### src/rtl/xy_pattern_detector_if.sv
// Signal bundle between the x/y signal generator and the 1101 pattern detector.
// The generator side drives x/y; the detector side drives the match/status outputs.
interface xy_pattern_detector_if #(
    parameter int COUNT_W = 8
);
    logic               x;
    logic               y;
    logic               match;
    logic [COUNT_W-1:0] match_count;
    logic [0:4]         state_led;
    logic               det_led;

    modport master (
        output x,
        output y,
        input  match,
        input  match_count,
        input  state_led,
        input  det_led
    );

    modport slave (
        input  x,
        input  y,
        output match,
        output match_count,
        output state_led,
        output det_led
    );
endinterface

### src/rtl/xy_pattern_detector.sv
// Moore detector for the overlapping serial sequence 1-1-0-1, sampling x only when y=1.
// Produces a match pulse, a wrapping match count, one-hot state LEDs and a stretched detect LED.
module xy_pattern_detector #(
    parameter int COUNT_W     = 8,
    parameter int HOLD_CYCLES = 4
) (
    input  logic                  clk,
    input  logic                  reset,
    xy_pattern_detector_if.slave  bus
);
    localparam int HOLD_W = $clog2(HOLD_CYCLES + 1);

    typedef enum logic [2:0] {
        S0 = 3'd0,
        S1 = 3'd1,
        S2 = 3'd2,
        S3 = 3'd3,
        S4 = 3'd4
    } state_t;

    state_t             state_q;
    state_t             state_nxt;
    logic               match_nxt;
    logic [0:4]         led_nxt;
    logic               match_q;
    logic [COUNT_W-1:0] count_q;
    logic [0:4]         led_q;
    logic [HOLD_W-1:0]  hold_q;

    always_comb begin
        state_nxt = state_q;
        match_nxt = 1'b0;
        if (bus.y) begin
            unique case (state_q)
                S0: state_nxt = bus.x ? S1 : S0;
                S1: state_nxt = bus.x ? S2 : S0;
                S2: state_nxt = bus.x ? S2 : S3;
                S3: begin
                    state_nxt = bus.x ? S4 : S0;
                    match_nxt = bus.x;
                end
                // Trailing "1" of a match is also the first "1" of the next one
                S4:      state_nxt = bus.x ? S2 : S0;
                default: state_nxt = S0;
            endcase
        end
    end

    always_comb begin
        led_nxt = 5'b10000;
        unique case (state_nxt)
            S0:      led_nxt = 5'b10000;
            S1:      led_nxt = 5'b01000;
            S2:      led_nxt = 5'b00100;
            S3:      led_nxt = 5'b00010;
            S4:      led_nxt = 5'b00001;
            default: led_nxt = 5'b10000;
        endcase
    end

    always_ff @(posedge clk) begin
        if (!reset) begin
            state_q <= S0;
            match_q <= 1'b0;
            count_q <= '0;
            led_q   <= 5'b10000;
            hold_q  <= '0;
        end else begin
            state_q <= state_nxt;
            match_q <= match_nxt;
            led_q   <= led_nxt;
            if (match_nxt) begin
                count_q <= count_q + COUNT_W'(1);
            end
            // Retrigger reloads the hold so back-to-back matches keep the LED lit
            if (match_nxt) begin
                hold_q <= HOLD_W'(HOLD_CYCLES);
            end else if (hold_q != '0) begin
                hold_q <= hold_q - HOLD_W'(1);
            end
        end
    end

    assign bus.match       = match_q;
    assign bus.match_count = count_q;
    assign bus.state_led   = led_q;
    assign bus.det_led     = (hold_q != '0);
endmodule

### src/flat_wrapper.sv
// flat-port wrapper written by rule: the top's interface ports become plain ports
module xy_pattern_detector_flat 
#(
    parameter int COUNT_W     = 8,
    parameter int HOLD_CYCLES = 4
)
  (clk, reset, bus_x, bus_y, bus_match, bus_match_count, bus_state_led, bus_det_led);
  xy_pattern_detector_if #(.COUNT_W(COUNT_W)) bus_i ();
  input  logic clk;
  input  logic reset;
  input wire logic [$bits(bus_i.x)-1:0] bus_x;
  input wire logic [$bits(bus_i.y)-1:0] bus_y;
  output wire logic [$bits(bus_i.match)-1:0] bus_match;
  output wire logic [$bits(bus_i.match_count)-1:0] bus_match_count;
  output wire logic [$bits(bus_i.state_led)-1:0] bus_state_led;
  output wire logic [$bits(bus_i.det_led)-1:0] bus_det_led;
  assign bus_i.x = bus_x;
  assign bus_i.y = bus_y;
  assign bus_match = bus_i.match;
  assign bus_match_count = bus_i.match_count;
  assign bus_state_led = bus_i.state_led;
  assign bus_det_led = bus_i.det_led;
  xy_pattern_detector #(.COUNT_W(COUNT_W), .HOLD_CYCLES(HOLD_CYCLES)) u_core (.clk(clk), .reset(reset), .bus(bus_i));
endmodule
### config.mk
export PLATFORM = sky130hd
export DESIGN_NAME = xy_pattern_detector_flat
export DESIGN_NICKNAME = d
export VERILOG_FILES = /design/src/rtl/xy_pattern_detector_if.sv /design/src/rtl/xy_pattern_detector.sv /design/src/flat_wrapper.sv
export SDC_FILE = /design/constraint.sdc
export NUM_CORES = 1
export LEC_CHECK = 0
export BUFFER_PORTS_ARGS = -buffer_cell sky130_fd_sc_hd__buf_4
export CAP_MARGIN = 30
export CORE_MARGIN = 1.5
export CORE_UTILIZATION = 48
export DETAILED_ROUTE_END_ITERATION = 6
export PLACE_DENSITY = 0.73
export SETUP_SLACK_MARGIN = 0.2
export SKIP_LAST_GASP = 1
export SLEW_MARGIN = 10
export SYNTH_ARGS = -nofsm -noshare
export SYNTH_HDL_FRONTEND = slang
export SYNTH_SLANG_ARGS = --single-unit
export TNS_END_PERCENT = 30
### constraint.sdc
create_clock -name clk -period 1.3 [get_ports clk]
set_input_delay 0.195 -clock clk [delete_from_list [all_inputs] [get_ports clk]]
set_output_delay 0.195 -clock clk [all_outputs]
set_load 0.02 [all_outputs]
==> results of run 1 <==
## final timing paths
| path | slack [ps] | cells after the start | start | to |
|---|---|---|---|---|
| setup / recovery | -70 | 5 | u_core.hold_q[0] | bus_det_led |
| hold / removal | 180 | 2 | reset | u_core.bus.state_led[0] |
| setup reg to reg | 60 | 4 | u_core.state_q[2] | u_core.bus.match_count[7] |
| hold reg to reg | 530 | 2 | u_core.bus.match_count[4] | u_core.bus.match_count[4] |
## cell type report
| cell class | instances | area [um^2] |
|---|---|---|
| inverters | 6 | 22.52 |
| well taps | 27 | 33.78 |
| repair buffers | 35 | 277.8 |
| clock inverters | 1 | 30.03 |
| clock buffers | 3 | 22.52 |
| fillers | 143 | 530.5 |
| multi-input cells | 82 | 636.9 |
| flip-flops and latches | 20 | 427.9 |
## flip-flops by register name, indices dropped and copies added, names as in the netlist
name,flops
u_core.hold_q,3
u_core.bus.state_led,5
u_core.bus.match,1
u_core.bus.match_count,8
u_core.state_q,3
## metrics by stage
| step | area [um^2] | util [%] | hold slack (ps) | total power, W |
|---|---|---|---|---|
| 5_1_grt | 1451 | 73.23 | 184.5 | 0.001742 |
| 3_5_place_dp | 1192 | 60.16 | 493.0 | 0.001018 |
| 3_3_place_gp | 1192 | 60.16 | 468.8 | 0.001003 |
| 4_1_cts | 1405 | 70.90 | 175.2 | 0.001658 |
| 6_report | 1451 | 73.23 | 182.6 | 0.001652 |
| 2_1_floorplan | 1028 | - | 316.7 | 0.0009263 |
## cells in the mapped netlist, drive strengths merged, types with 2 or more instances
cell type  instances
dfxtp             20
nand3              4
o21ai              5
and2               6
nand2b             4
or3                2
xnor2              4
a21oi              5
buf                4
ha                 4
inv                6
nand2              9
xor2               4
nor3               4
nor2b              2
clkbuf             2
and2b              3
o21a               2
nor2               8
a21boi             4
and3               3
## repair_timing
item | 4_1_cts | 5_1_grt
gates resized for setup | 24 | 9
setup endpoints to repair | 19 | 22
buffers inserted | 11 | 1
pin swaps | 9 | 13
## power breakdown
part | switching (W) | internal (W)
logic | 0.000227 | 0.000241
registers | 0.0000281 | 0.000646
clock network | 0.000198 | 0.000312
total | 0.000453 | 0.00120
## worst reg2reg max path, stage by stage (launching register included)
cell,delay [ps]
dfxtp_4,380
nand4b_4,210
nor4_4,300
xor2_1,160
and2_1,140
## metal layers
layer / global-route usage [%] / vias up / wire length (um)
met5: 0 / - / 0
met4: 4.762 / 0 / 4
met3: 6.135 / 2 / 82
met2: 36.71 / 17 / 1174
met1: 21.69 / 427 / 1007
li1: - / 446 / -
## logic make-up (layout without fill, tap and decap cells)
logic type               count (synthesis)  after routing  share of synthesized area, %
AO/OA/AOI/OAI                           18             18                         10.92
XOR/XNOR                                 8              8                         6.870
adder cells (fa/ha/maj)                  4              4                         4.908
buffers and inverters                   12             45                         6.379
flip-flops                              20             20                         39.26
multiplexers                             1              1                        0.9816
AND/OR/NAND/NOR                         51             51                         30.67
## layout by cell type, fill, tap and decap left out, drive strengths merged, types with 5 or more instances in the layout
master,count
nor2,8
buf,35
a21oi,5
and2,6
dfxtp,20
nand2,9
o21ai,5
inv,6
==> flow_summary.toml, run 1 <==
[routing]
detail_route.iter0.violations = 16
wl_mm = 2.268
drtPass1Iterations = 4
ant_nets = 0
drc = 0
wl_per_cell_um = 13.03
vias = 892
viasPerCell = 5.126

[pwr]
ir_drop_mv = 0.8811
leakage_nw = 0.6695
power_density_nw_per_um2 = 1138

[global_route]
grt_start_max_net_pins = 20
grt_pass1_vias = 903
grt_pass1_wl_mm = 3.767
track_usage_pct = 19.83
grt_overflow_total = 0
antenna_found_initial = 0

[critical_path]
cp.required_ps = 1110
crit_arrival_ps = 1170
crit_path_end_kind = "output port"
path_class = "reg2out"
cp_max_fo = 2
cp_cell_sequence = "inv_2 -> ha_4 -> ha_4 -> inv_2 -> buf_6"
path_delay_family = "flip-flops"
critPathMaxStageDelay_ps = 360
crit_path_start_kind = "register"
critical_path_buf_inv_count = 3
crit_slowest_cell = "dfxtp_2"

[sta]
maxSlewHeadroom_pct = 82.75
finalHoldViolCount = 0
fin_crit_ps = 1366
tns_ps = -66.32
period_share_pct = 105.1
rsz0062_at_grt = "true"
tightest_slew_ps = 258.0
report.final.setup_viol = 1
fmax_mhz = 731.9
skew_ps = 11.19
maxSlewViolCount = 0
setup_ws_ps = -66.32

[clocking]
cts.clk_slew.worst_paths_ps = 120
cts_tree = "done"
ctsHoldBuffers = 0
cts_buffer_depth = 2
clock-sinks = 20
htreeDepth = 1
cts_buffers = 3
clk_latency_ps = 310
clockRootBuffer = "clkbuf_4"

[die]
die_x_um = 49.09
io_pins = 19
core_area_um2 = 1982
start_util_pct = 51.45
rows = 16
die_y_um = 49.09
dieArea_um2 = 2410

[cells_and_area]
area_growth_pct = 42.33
drive_gt1_share_pct = 45.58
fin_nets = 156
num_antenna_cells = 0
stdcell_count = 174

[placement]
portBuffers = 18
post-dp-hpwl_mm = 1.400
place_congestion = 0.7749
place_inst = 158
dp_slack_ps = 18.15

[synth]
synthCells = 114
synth_top_area_share_pct = 39.26
syn_nets = 122
ys_ff_latch = 20
ys.flop_type = "dfxtp_1"
synth_edf_count = 0
synthArstFlopShare_pct = 0
syn_area_per_cell_um2 = 8.945
yosys.area.top_type = "dfxtp_1"
yosysUniqueCellTypes = 36
synth_area_um2 = 1020
synth-warning-count = 0
ys_top_cells_by_area = "dfxtp_1 39%, ha_1 4.9%, and2_1 3.7%"
yosysSeqAreaShare_pct = 39.26

[worst_hold_path]
min_path_type = "in2reg"

[job]
drv_cap = 0

[status]
violations = "negative setup slack"
status = "finished with violations"
Note: power is estimated with default switching activity, not from simulation.
==> run 2, diff against run 1 <==
==> constraint.sdc (replaced) <==
create_clock -name clk -period 1.3 [get_ports clk]
set_input_delay 0.13 -clock clk [delete_from_list [all_inputs] [get_ports clk]]
set_output_delay 0.13 -clock clk [all_outputs]
set_load 0.02 [all_outputs]
==> flow_summary.toml, run 2 (synthesis gave the netlist of run 1 again) <==
[pwr]
seqPwrFrac_pct = 42.2
intPower_w = 0.001111
combPwrFrac_pct = 35.3
leakage_nw = 0.6642
power_density_nw_per_um2 = 1121
swShare_pct = 30.04
finalPower_w = 0.001588
p_sw_w = 0.0004770
clockPowerShare_pct = 22.4
ir_drop_mv = 0.8427

[sta]
tns_ps = 0
tightest_slew_ps = 248.0
period_share_pct = 97.29
maxSlewViolCount = 0
skew_ps = 8.822
fmax_mhz = 790.7
fin_crit_ps = 1265
rsz0062_at_grt = "true"
report.final.setup_viol = 0
finalHoldViolCount = 0
maxSlewHeadroom_pct = 83.42
setup_ws_ps = 35.29

[die]
dieArea_um2 = 2410
core_area_um2 = 1982
rows = 16
start_util_pct = 51.45
die_x_um = 49.09
io_pins = 19
die_y_um = 49.09

[cells_and_area]
largest_reg_flops = 8
drive_gt1_share_pct = 44.90
multi_input_comb_area_um2 = 629.4
design_area_um2 = 1416
fin_nets = 156
final_common_cell = "buf_4"
fill_cells = 144
post-route-util_pct = 71.46
regArea_um2 = 427.9
num_antenna_cells = 0
layout_common_cells = "34 x buf_4, 10 x dfxtp_1, 8 x nand2_1, 7 x nor2_1"
area_growth_pct = 38.90

[global_route]
antenna_found_initial = 0
grt_pass1_vias = 791
grt_start_max_net_pins = 20
track_usage_pct = 19.17
grt_overflow_total = 0
grt_pass1_wl_mm = 3.622

[critical_path]
crit_path_start_kind = "register"
worstSetupEndpoint = "bus_det_led"
rr_endpoint = "u_core.bus.match_count[7]"
crit-reg2reg-launch = "u_core.state_q[2]"
regToRegSetupSlack_ps = 100
cp_max_fo = 2
path_class = "reg2out"
crit_path_end_kind = "output port"
r2r_cells = 4
critPathLaunch = "u_core.hold_q[0]"
crit_arrival_ps = 1130
cp.required_ps = 1170

[worst_hold_path]
min_path_type = "in2reg"
hp-start = "reset"
min_path_cells = 2

[placement]
dp_slack_ps = 0.8004
place_congestion = 0.8227
post-dp-hpwl_mm = 1.323
dpl_cell_area_um2 = 1177
portBuffers = 18

[clocking]
cts_buffer_depth = 2
clockRootBuffer = "clkbuf_4"
ctsHoldBuffers = 0
clk_latency_ps = 300
htreeDepth = 1
clock-sinks = 20
cts_tree = "done"
cts.clk_slew.worst_paths_ps = 100
cts_buffers = 3

[routing]
ant_nets = 0
vias = 874
viasPerCell = 5.023
wl_per_cell_um = 12.10
detail_route.iter0.violations = 12
drc = 0
wl_mm = 2.106
drtPass1Iterations = 4

[status]
status = "finished, final reports clean"

[job]
drv_cap = 0
## run 2: cell count changes in the layout (fill, tap and decap cells not counted)
cell / previous run / this run
buf_4: 31 / 34
nand3_1: 2 / 4
nor2_4: 0 / 1
nand3_2: 2 / 0
nor3_2: 3 / 2
nor2_1: 8 / 7
inv_2: 3 / 4
buf_6: 4 / 1
clkbuf_8: 0 / 1
nor3_1: 1 / 2
inv_1: 3 / 2
bufinv_16: 1 / 0
## run 2: how the worst min path moves through the flow
stage | endpoint
after floorplan | u_core.state_q[0]
after global placement | u_core.bus.state_led[0]
after detailed placement | u_core.bus.state_led[0]
after CTS | u_core.bus.state_led[0]
after global routing | u_core.state_q[1]
final | u_core.bus.state_led[0]
## run 2: timing repair
action	4_1_cts	5_1_grt
setup buffers	9	5
resized for setup	24	6
pin swaps	9	4
setup endpoints to repair	18	22
## run 2: area by class of cell
| type | count | area share, % |
|---|---|---|
| sequential | 20 | 30.21 |
| tap | 27 | 2.385 |
| multi-input combinational | 82 | 44.43 |
| timing repair buffer | 35 | 18.82 |
| inverter | 6 | 1.590 |
| clock buffer | 4 | 2.562 |
## run 2: per-layer routing
metal  routed length [um]  vias up  part of all wire [%]  GRT usage [%]
li1                     -      447                     -              -
met1                 1037      408                    49          26.69
met2                  995       19                    47          29.95
met3                   74        0                   3.5          3.681
met4                    0        0                     0          5.714
met5                    0        -                     0              0
## run 2: power groups by stage
stage | clock network (W) | logic, W | registers, W
final | 0.000356 | 0.000561 | 0.000671
after global routing | 0.000397 | 0.000622 | 0.000677
after CTS | 0.000375 | 0.000465 | 0.000673
after detailed placement | 0 | 0.000328 | 0.000687
after global placement | 0 | 0.000317 | 0.000683
after floorplan | 0 | 0.000242 | 0.000684
## run 2: critical path, stage by stage (launching register included)
cell,delay [ps]
dfxtp_2,350
inv_2,40
ha_4,160
ha_4,150
inv_2,40
buf_6,100
## run 2: per-stage QoR
step / std cells / hold slack, ps
final: 174 / 130.4
after global routing: 174 / 135.8
after CTS: 169 / 121.1
after detailed placement: 156 / 435.3
after global placement: 156 / 430.6
after floorplan: 114 / 251.7
==> run 3, diff against run 2 <==
--- a/config.mk
+++ b/config.mk
@@ -11,5 +11,5 @@
 export CORE_UTILIZATION = 48
 export DETAILED_ROUTE_END_ITERATION = 6
-export PLACE_DENSITY = 0.73
+export PLACE_DENSITY = 0.75
 export SETUP_SLACK_MARGIN = 0.2
 export SKIP_LAST_GASP = 1
@@ -18,3 +18,3 @@
 export SYNTH_HDL_FRONTEND = slang
 export SYNTH_SLANG_ARGS = --single-unit
-export TNS_END_PERCENT = 30
+export TNS_END_PERCENT = 100
==> constraint.sdc (replaced) <==
create_clock -name clk -period 1.3 [get_ports clk]
set_input_delay 0.13 -clock clk [delete_from_list [all_inputs] [get_ports clk]]
set_output_delay 0.13 -clock clk [all_outputs]
set_load 0.005 [all_outputs]
==> flow_summary.toml, run 3 (synthesis gave the netlist of run 1 again) <==
[critical_path]
crit_path_start_kind = "register"
regToRegSetupSlack_ps = 70
critPathLaunch = "u_core.hold_q[0]"
cp.required_ps = 1170
crit-reg2reg-launch = "u_core.bus.match_count[0]"
cp_max_fo = 2
r2r_cells = 4
crit_arrival_ps = 1150
crit_path_end_kind = "output port"
worstSetupEndpoint = "bus_det_led"
rr_endpoint = "u_core.bus.match_count[4]"
path_class = "reg2out"

[cells_and_area]
largest_reg_flops = 8
layout_common_cells = "32 x buf_4, 11 x dfxtp_1, 10 x buf_6, 8 x nor2_1, 8 x nand2_1"
area_growth_pct = 46.99
final_common_cell = "buf_4"
drive_gt1_share_pct = 48.70
num_antenna_cells = 0
fin_nets = 163

[worst_hold_path]
min_path_type = "in2reg"

[die]
io_pins = 19
dieArea_um2 = 2410
core_area_um2 = 1982
start_util_pct = 51.45
rows = 16
die_y_um = 49.09
die_x_um = 49.09

[clocking]
cts_tree = "done"
clk_latency_ps = 300
htreeDepth = 1
ctsHoldBuffers = 0
cts_buffers = 3
cts.clk_slew.worst_paths_ps = 120
cts_buffer_depth = 2
clockRootBuffer = "clkbuf_4"
clock-sinks = 20

[pwr]
power_density_nw_per_um2 = 1062
ir_drop_mv = 0.7709
finalPower_w = 0.001592
leakage_nw = 0.7211

[routing]
viasPerCell = 4.978
wl_mm = 2.373
drtPass1Iterations = 4
ant_nets = 0
wl_per_cell_um = 13.11
drc = 0
detail_route.iter0.violations = 18
vias = 901

[sta]
whs_ps = 110.9
rsz0062_at_grt = "true"
setup_ws_ps = 20.04
fin_crit_ps = 1280
period_share_pct = 98.46
skew_ps = 4.190
maxSlewHeadroom_pct = 84.78
fmax_mhz = 781.3
tns_ps = 0
finalHoldViolCount = 0
tightest_slew_ps = 226.6
maxSlewViolCount = 0
report.final.setup_viol = 0

[placement]
post-dp-hpwl_mm = 1.350
portBuffers = 18
dp_slack_ps = 47.59
place_congestion = 0.8959

[global_route]
grt_pass1_vias = 844
antenna_found_initial = 0
grt_pass1_wl_mm = 3.691
track_usage_pct = 19.77
grt_overflow_total = 0
grt_start_max_net_pins = 20

[status]
status = "finished, final reports clean"

[job]
drv_cap = 0
run 3: how the worst min path moves through the flow:
stage	startpoint	to	slack [ps]	cells past startpoint
2_1_floorplan	reset	u_core.state_q[0]	250	1
3_3_place_gp	reset	u_core.bus.state_led[0]	420	2
3_5_place_dp	reset	u_core.bus.state_led[0]	420	2
4_1_cts	reset	u_core.bus.state_led[0]	110	2
5_1_grt	reset	u_core.bus.state_led[0]	120	2
6_report	reset	u_core.bus.state_led[0]	110	2
run 3: repair_timing:
action	in CTS	in global routing
gates resized for setup	27	12
endpoints found under the setup margin	13	18
buffers inserted	14	5
gates cloned	0	0
pin swaps	16	12
run 3: stage by stage:
step	util, %	cell area [um^2]	std cells
after floorplan	-	1047	114
after global placement	60.48	1199	158
after detailed placement	60.48	1199	158
after CTS	71.84	1424	176
after global routing	75.63	1499	181
final	75.63	1499	181
run 3: layout make-up:
class | count | area, um^2
tap | 27 | 33.78
clock buffer | 4 | 36.28
timing repair buffer | 42 | 352.8
fill | 123 | 483.0
inverter | 6 | 22.52
sequential | 20 | 416.7
multi-input combinational | 82 | 636.9
run 3: routing by layer:
metal | vias to the layer above | track usage [%] | wire length (um)
li1 | 459 | - | -
met1 | 431 | 24.03 | 1063
met2 | 9 | 35.36 | 1247
met3 | 2 | 2.761 | 42
met4 | 0 | 6.667 | 20
met5 | - | 0 | 0
run 3: worst max-delay path, cell delays in order, from the launching register on:
cell	delay (ps)
dfxtp_2	350
inv_2	40
ha_4	160
ha_4	160
inv_2	50
buf_6	80
run 3: where the power goes:
part / switching (W) / internal, W / leakage (nW)
clock network: 0.000196 / 0.000171 / 0.0210
logic: 0.000234 / 0.000311 / 0.533
registers: 0.0000263 / 0.000654 / 0.167
total: 0.000456 / 0.00114 / 0.721
